### config.mk
export PLATFORM = sky130hd
export DESIGN_NAME = vlsu_txn_tracker
export DESIGN_NICKNAME = d
export VERILOG_FILES = /design/src/rtl/vlsu_txn_tracker.sv
export SDC_FILE = /design/constraint.sdc
export NUM_CORES = 1
export LEC_CHECK = 0
export CAP_MARGIN = 20
export CORE_MARGIN = 5
export CORE_UTILIZATION = 30
export CTS_CLUSTER_DIAMETER = 200
export CTS_CLUSTER_SIZE = 28
export DETAILED_ROUTE_END_ITERATION = 7
export DONT_BUFFER_PORTS = 1
export PLACE_DENSITY_LB_ADDON = 0.25
export REMOVE_ABC_BUFFERS = 1
export SLEW_MARGIN = 15
export SYNTH_ARGS = -nofsm -noshare
export SYNTH_HDL_FRONTEND = slang
export SYNTH_SLANG_ARGS = --single-unit
### constraint.sdc
create_clock -name clk_i -period 7.5 [get_ports clk_i]
set_clock_uncertainty 0.15 [all_clocks]
set_input_delay 1.5 -clock clk_i [delete_from_list [all_inputs] [get_ports clk_i]]
set_output_delay 1.5 -clock clk_i [all_outputs]
set_load 0.02 [all_outputs]
### src/rtl/vlsu_txn_tracker.sv
// vlsu_txn_tracker: per-burst AR/AW sideband queues; VLSU_TRACKER_ERR_EN enables sticky underflow flags on error_o.
module vlsu_txn_queue #(
   parameter int Depth = 8,
   parameter int SideW = 16,
   parameter int CntW  = $clog2(Depth + 1)
) (
   input  logic             clk_i,
   input  logic             rst_i,
   input  logic             push_i,
   input  logic             pop_i,
   input  logic [SideW-1:0] side_i,
   output logic             full_o,
   output logic [SideW-1:0] side_o,
   output logic             side_valid_o,
   output logic [CntW-1:0]  cnt_o
);
   localparam int PtrW = $clog2(Depth);
   logic [PtrW-1:0]  wr_ptr_q, wr_ptr_d, rd_ptr_q, rd_ptr_d;
   logic [CntW-1:0]  cnt_q, cnt_d;
   logic [SideW-1:0] mem_q [Depth];
   logic             pop_ok;
   always_comb begin
      pop_ok   = pop_i & (cnt_q != '0);
      wr_ptr_d = push_i ? wr_ptr_q + PtrW'(1) : wr_ptr_q;
      rd_ptr_d = pop_ok ? rd_ptr_q + PtrW'(1) : rd_ptr_q;
      cnt_d    = cnt_q + CntW'(push_i) - CntW'(pop_ok);
   end
   always_ff @(posedge clk_i or posedge rst_i) begin
      if (rst_i) begin
         wr_ptr_q <= '0;
         rd_ptr_q <= '0;
         cnt_q    <= '0;
      end else begin
         wr_ptr_q <= wr_ptr_d;
         rd_ptr_q <= rd_ptr_d;
         cnt_q    <= cnt_d;
      end
   end
   always_ff @(posedge clk_i) begin
      if (push_i) mem_q[wr_ptr_q] <= side_i;
   end
   assign full_o       = cnt_q == CntW'(Depth);
   assign side_valid_o = cnt_q != '0;
   assign side_o       = side_valid_o ? mem_q[rd_ptr_q] : '0;
   assign cnt_o        = cnt_q;
endmodule

module vlsu_txn_tracker #(
   parameter int Depth = 8,
   parameter int SideW = 16,
   parameter int CntW  = $clog2(Depth + 1)
) (
   input  logic             clk_i,
   input  logic             rst_i,
   input  logic             ar_valid_i,
   output logic             ar_ready_o,
   input  logic [SideW-1:0] ar_side_i,
   output logic             ar_valid_o,
   input  logic             ar_ready_i,
   input  logic             r_valid_i,
   input  logic             r_ready_i,
   input  logic             r_last_i,
   output logic [SideW-1:0] r_side_o,
   output logic             r_side_valid_o,
   input  logic             aw_valid_i,
   output logic             aw_ready_o,
   input  logic [SideW-1:0] aw_side_i,
   output logic             aw_valid_o,
   input  logic             aw_ready_i,
   input  logic             b_valid_i,
   input  logic             b_ready_i,
   output logic [SideW-1:0] w_side_o,
   output logic             w_side_valid_o,
   output logic [CntW-1:0]  rd_outstanding_o,
   output logic [CntW-1:0]  wr_outstanding_o,
   output logic [1:0]       error_o
);
   logic rd_full, wr_full, rd_push, wr_push, rd_pop, wr_pop;
   // Gating valid as well as ready keeps AXI valid stable: full is only left by a pop.
   assign ar_ready_o = ar_ready_i & ~rd_full;
   assign ar_valid_o = ar_valid_i & ~rd_full;
   assign aw_ready_o = aw_ready_i & ~wr_full;
   assign aw_valid_o = aw_valid_i & ~wr_full;
   assign rd_push    = ar_valid_o & ar_ready_i;
   assign wr_push    = aw_valid_o & aw_ready_i;
   assign rd_pop     = r_valid_i & r_ready_i & r_last_i;
   assign wr_pop     = b_valid_i & b_ready_i;

   vlsu_txn_queue #(.Depth(Depth), .SideW(SideW), .CntW(CntW)) u_rd_q (
      .clk_i(clk_i), .rst_i(rst_i), .push_i(rd_push), .pop_i(rd_pop), .side_i(ar_side_i),
      .full_o(rd_full), .side_o(r_side_o), .side_valid_o(r_side_valid_o), .cnt_o(rd_outstanding_o)
   );
   vlsu_txn_queue #(.Depth(Depth), .SideW(SideW), .CntW(CntW)) u_wr_q (
      .clk_i(clk_i), .rst_i(rst_i), .push_i(wr_push), .pop_i(wr_pop), .side_i(aw_side_i),
      .full_o(wr_full), .side_o(w_side_o), .side_valid_o(w_side_valid_o), .cnt_o(wr_outstanding_o)
   );

`ifdef VLSU_TRACKER_ERR_EN
   logic [1:0] err_q, err_d;
   always_comb err_d = err_q | {wr_pop & ~w_side_valid_o, rd_pop & ~r_side_valid_o};
   always_ff @(posedge clk_i or posedge rst_i) begin
      if (rst_i) err_q <= '0;
      else       err_q <= err_d;
   end
   assign error_o = err_q;
`else
   assign error_o = 2'b00;
`endif
endmodule

Word level (Yosys, flattened, before mapping). Memories as Yosys holds them, arrays and structs flattened. Index checks and enable logic that the tools add are counted.

Eq/ne operators: 2. Add/subtract/negate cells: 8. Bitwise logic cells: 13. Muxes and demuxes: 6. Reduce and logical (&&, ||, !) cells: 2.

Operator list (number): $mux W16 (2); $add A3 B1 Y3 const B (4); $and A1 B1 Y1 (11); $add A4 B1 Y4 (2); $eq A4 B4 Y1 const B (2); $reduce_bool A4 Y1 (2); $sub A4 B1 Y4 (2); $mux W1 (4); $not A1 Y1 (2).

Register bits: 20. Memories kept: 2. Output and inout bits: 48. Word-level logic and storage cells: 39. Input port bits: 43. RAM bits: 256.

Memory list: u_rd_q.mem_q (depth 8, bits a word 16, rd ports 1, clocked after Yosys merged registers in 0, write ports 1, RTL line 20) `logic [SideW-1:0] mem_q [Depth];`; u_wr_q.mem_q (depth 8, bits a word 16, rd ports 1, clocked after Yosys merged registers in 0, write ports 1, RTL line 20).

Logic depth before layout (Yosys ltp).
Depth in word-level cells: 6. Mapped depth: 10.

Hierarchy. A second synthesis with hierarchy kept.

Cells, all modules: 507. Area total of the unflattened synthesis: 10839.1 µm².

Modules (own cells, without submodules): vlsu_txn_queue (instances 2, cells an instance 248, sequential area each 4093.9 µm², area each 5382.7 µm²); vlsu_txn_tracker (instances 1, cells an instance 11, sequential area each 0.0 µm², area each 73.8 µm²).

Worst setup path before layout. No wires, ideal clock.

Kind: input-to-reg. Start point: input aw_ready_i. End point: memory u_wr_q.mem_q[0][0] (enable). Arrival: 3224 ps. Stages on the path: 2. Slack: 3696 ps. Data required time: 6920 ps. Cell sequence: nand3_2 nor4_1.

Longest elaborated chain between the ends: 3.

Ends and longest elaborated chain: start, declared (RTL line 69) `input logic aw_ready_i,`; $and A1 B1 Y1 (RTL line 85) `assign wr_push = aw_valid_o & aw_ready_i;`; $mux W1 (RTL line 40) `if (push_i) mem_q[wr_ptr_q] <= side_i;`; $mux W1 (not written as such) (RTL line 40); end, declared (RTL line 20).

No other way between the ends.

Final worst setup path.
Start point: register u_rd_q.rd_ptr_q[0]. End point: output r_side_o[13].

Longest elaborated chain between the ends: 2.

Ends and longest elaborated chain: start, declared (RTL line 18) `logic [PtrW-1:0] wr_ptr_q, wr_ptr_d, rd_ptr_q, rd_ptr_d;`; start signal, assigned (RTL line 35) `rd_ptr_q <= rd_ptr_d;`; $mem_v2 Z8 W16; $mux W16 (RTL line 44) `assign side_o = side_valid_o ? mem_q[rd_ptr_q] : '0;`; end, declared (RTL line 63) `output logic [SideW-1:0] r_side_o,`.

No other way between the ends.

==> impl_metrics.tcl <==
set metrics [dict create \
    status "finished clean" \
    fin_cells 973 \
    period_share 0.546 \
    fin_util 0.332 \
    period_minus_slack_ns 4.10 \
    clk_pin_slew_worst_paths_ns 0.11 \
    io_pins 91 \
    antennaDiodeCount 0 \
    via_per_inst 4.80 \
    avgSynthCellArea_um2 21.9 \
    area_growth_syn_to_layout_pct 8.93 \
    slew_viol_final 0 \
    worstPathMaxFanout 18 \
    drive_above_1_share 0.221 \
    io_buffers 0 \
    cp.required_ns 5.85 \
    finalNetCount 567 \
    whs_path_depth 1 \
    clk_latency_ns 0.49 \
    cp_top_family "flip-flops" \
    cts.sinks 276 \
    synth_area_um2 10900 \
    combinationalPowerShare 0.324 \
    switching_share 0.336 \
    first_pass_iters 4 \
    cts_setup_buffers 0 \
    final_common_cell "edfxtp_1" \
    setup_tns_ns 0 \
    antenna_found_initial 0 \
    rsz0062_at_grt "no" \
    cts_root_buf "clkbuf_16" \
    internal_power_mw 2.80 \
    synth_ff_type "edfxtp_1" \
    max_freq_mhz 244 \
    layout_common_cells "edfxtp_1, mux4_2, a22o_1, dfrtp_1" \
    core_um2 35700 \
    power.density_nw_per_um2 355 \
    ys_ff_latch 276 \
    seq_area_frac_synth 0.751 \
    power.leakage_nw 3.80 \
    cts_hold_repair.buffers 0 \
    post_drt_wl_per_cell_um 22.8 \
    rows 69 \
    slowest_delay_ns 0.76 \
    pwr-share-clk 0.192 \
    grt_pass1_wl_um 33300 \
    peakVddDrop_v 0.000163 \
    p_seq_frac 0.484 \
    hp-class "flop to flop" \
    dpl.cell_count 952 \
    gp_congestion 0.692 \
    slowest_stage "dfrtp_2" \
    async_flop_share 0.0725 \
    grt_remaining_overflow 0 \
    routed_wl_um 22100 \
    first_global_vias 5201 \
    initial_core_util 0.305 \
    timing.rr.start "u_wr_q.cnt_o[2]$_DFF_PP0_" \
    final-setup-viol-count 0 \
    endpoint_kind "output pin" \
    startpoint_type "flop" \
    cp.arrival_ns 2.45 \
    path_class "flop to output pin" \
    die_h_um 201 \
    ys_types 37 \
    hold_path.startpoint "u_wr_q.rd_ptr_q[2]$_DFFE_PP0P_" \
    grt_use_total 0.108 \
    hold_viol_final 0 \
    drv_cap 0 \
    synthTopCellsByArea "edfxtp_1, mux4_2, dfrtp_1" \
    synth_warnings 0 \
    htreeDepth 1 \
    r2r-end "u_wr_q.mem_q[5][0]$_DFFE_PP_" \
    dr.first_iter.drc_count 218 \
    synth_edf_count 256 \
    tightest_slew_ns 1.06 \
    ant_nets 0 \
    path_cells "buf_12 -> mux4_1 -> a22o_1" \
    syn_inst 497 \
    power_switching_mw 1.42 \
    reg2reg_depth 6 \
    timing.slew.headroom 0.294 \
    cts_buffer_depth 3 \
    hold_end "u_wr_q.rd_ptr_q[2]$_DFFE_PP0P_" \
    worst-path-buf-inv 1 \
    die_area_um2 40300 \
    drc_errors 0 \
    fillers 3375 \
    cts-buffers-inserted 13 \
    dieWidth_um 201 \
    synth_largest_area_cell "edfxtp_1" \
    grt_max_degree 35 \
    tritoncts "built" \
    cts_resized 0 \
    vias 4671 \
    rrSetupSlack_ns 4.43 \
    dp_hpwl_um 13800 \
    synth_top_area_share 0.705 \
]
[layout make-up]
| type | instances | area (um^2) | area share |
|---|---|---|---|
| Sequential cell | 276 | 8190 | 0.690 |
| Multi-Input combinational cell | 182 | 2500 | 0.211 |
| Tap cell | 461 | 577 | 0.0486 |
| Clock buffer | 20 | 352 | 0.0296 |
| Timing Repair Buffer | 19 | 170 | 0.0143 |
| Inverter | 14 | 52.6 | 0.00442 |
| Clock inverter | 1 | 30.0 | 0.00253 |
[worst max path at each step]
stage	from	to	slack (ns)	depth (start not counted)
after global routing	u_rd_q.rd_ptr_q[0]$_DFFE_PP0P_	r_side_o[13]	3.23	3
after floorplan	u_rd_q.rd_ptr_q[0]$_DFFE_PP0P_	r_side_o[13]	3.47	2
after global placement	u_rd_q.rd_ptr_q[0]$_DFFE_PP0P_	r_side_o[13]	3.66	2
after detailed placement	u_rd_q.rd_ptr_q[0]$_DFFE_PP0P_	r_side_o[13]	3.87	3
after CTS	u_rd_q.rd_ptr_q[0]$_DFFE_PP0P_	r_side_o[13]	3.32	3
final	u_rd_q.rd_ptr_q[0]$_DFFE_PP0P_	r_side_o[13]	3.40	3
[state kept, by name (all words and copies together) (netlist names)]
signal	count
u_rd_q.mem_q	128
u_wr_q.mem_q	128
u_wr_q.wr_ptr_q	3
u_rd_q.rd_ptr_q	3
u_rd_q.wr_ptr_q	3
u_rd_q.cnt_o	4
u_wr_q.rd_ptr_q	3
u_wr_q.cnt_o	4
[worst register-to-register path, delay by kind of cell, from the launching register on]
kind | cells | cell delay (ns)
and+or+nand+nor | 3 | 1.43
adders and majority gates | 1 | 0.21
buffers and inverters | 2 | 0.49
DFF | 1 | 0.48
[synthesized netlist by cell type (all sizes together) (5+ instances only)]
cell and instances:
nor2 9, nor3 6, edfxtp 256, xor2 7, a22o 32, and2 7
xnor2 5, ha 16, dfrtp 20, inv 14, buf 22, mux4 64
[cell families after synthesis]
| family | after synthesis | share of synthesized area |
|---|---|---|
| adders and majority gates | 18 | 0.0220 |
| buffers and inverters | 40 | 0.0254 |
| other | 1 | 0.000344 |
| DFF | 276 | 0.751 |
| muxes | 68 | 0.138 |
| xor gates and xnor gates | 12 | 0.00964 |
| and+or+nand+nor | 46 | 0.0259 |
| AOI/OAI and AO/OA | 36 | 0.0280 |
[stage by stage]
stage / setup slack, ns / hold slack [ns] / instance area (um^2) / total power [mW]
floorplan: 3.47 / 0.314 / 10700 / 3.08
global placement: 3.66 / 0.333 / 11400 / 3.43
detailed placement: 3.87 / 0.337 / 11500 / 3.49
CTS: 3.32 / 0.354 / 11900 / 4.30
global route: 3.23 / 0.368 / 11900 / 4.45
finish: 3.40 / 0.348 / 11900 / 4.21
[power by group through the flow]
| stage | logic, mW | clock network, mW | registers (mW) |
|---|---|---|---|
| global placement | 1.33 | 0 | 2.10 |
| floorplan | 0.980 | 0 | 2.10 |
| CTS | 1.41 | 0.846 | 2.05 |
| finish | 1.37 | 0.809 | 2.04 |
| detailed placement | 1.41 | 0 | 2.08 |
| global route | 1.49 | 0.892 | 2.07 |
[routing by layer]
layer | share of wire | vias up | global-route usage
li1 | - | 2049 | -
met1 | 0.38 | 2510 | 0.123
met2 | 0.54 | 92 | 0.203
met3 | 0.067 | 20 | 0.0331
met4 | 0.015 | 0 | 0.0187
met5 | 0 | - | 0
Note: power is estimated with default switching activity, not from simulation.
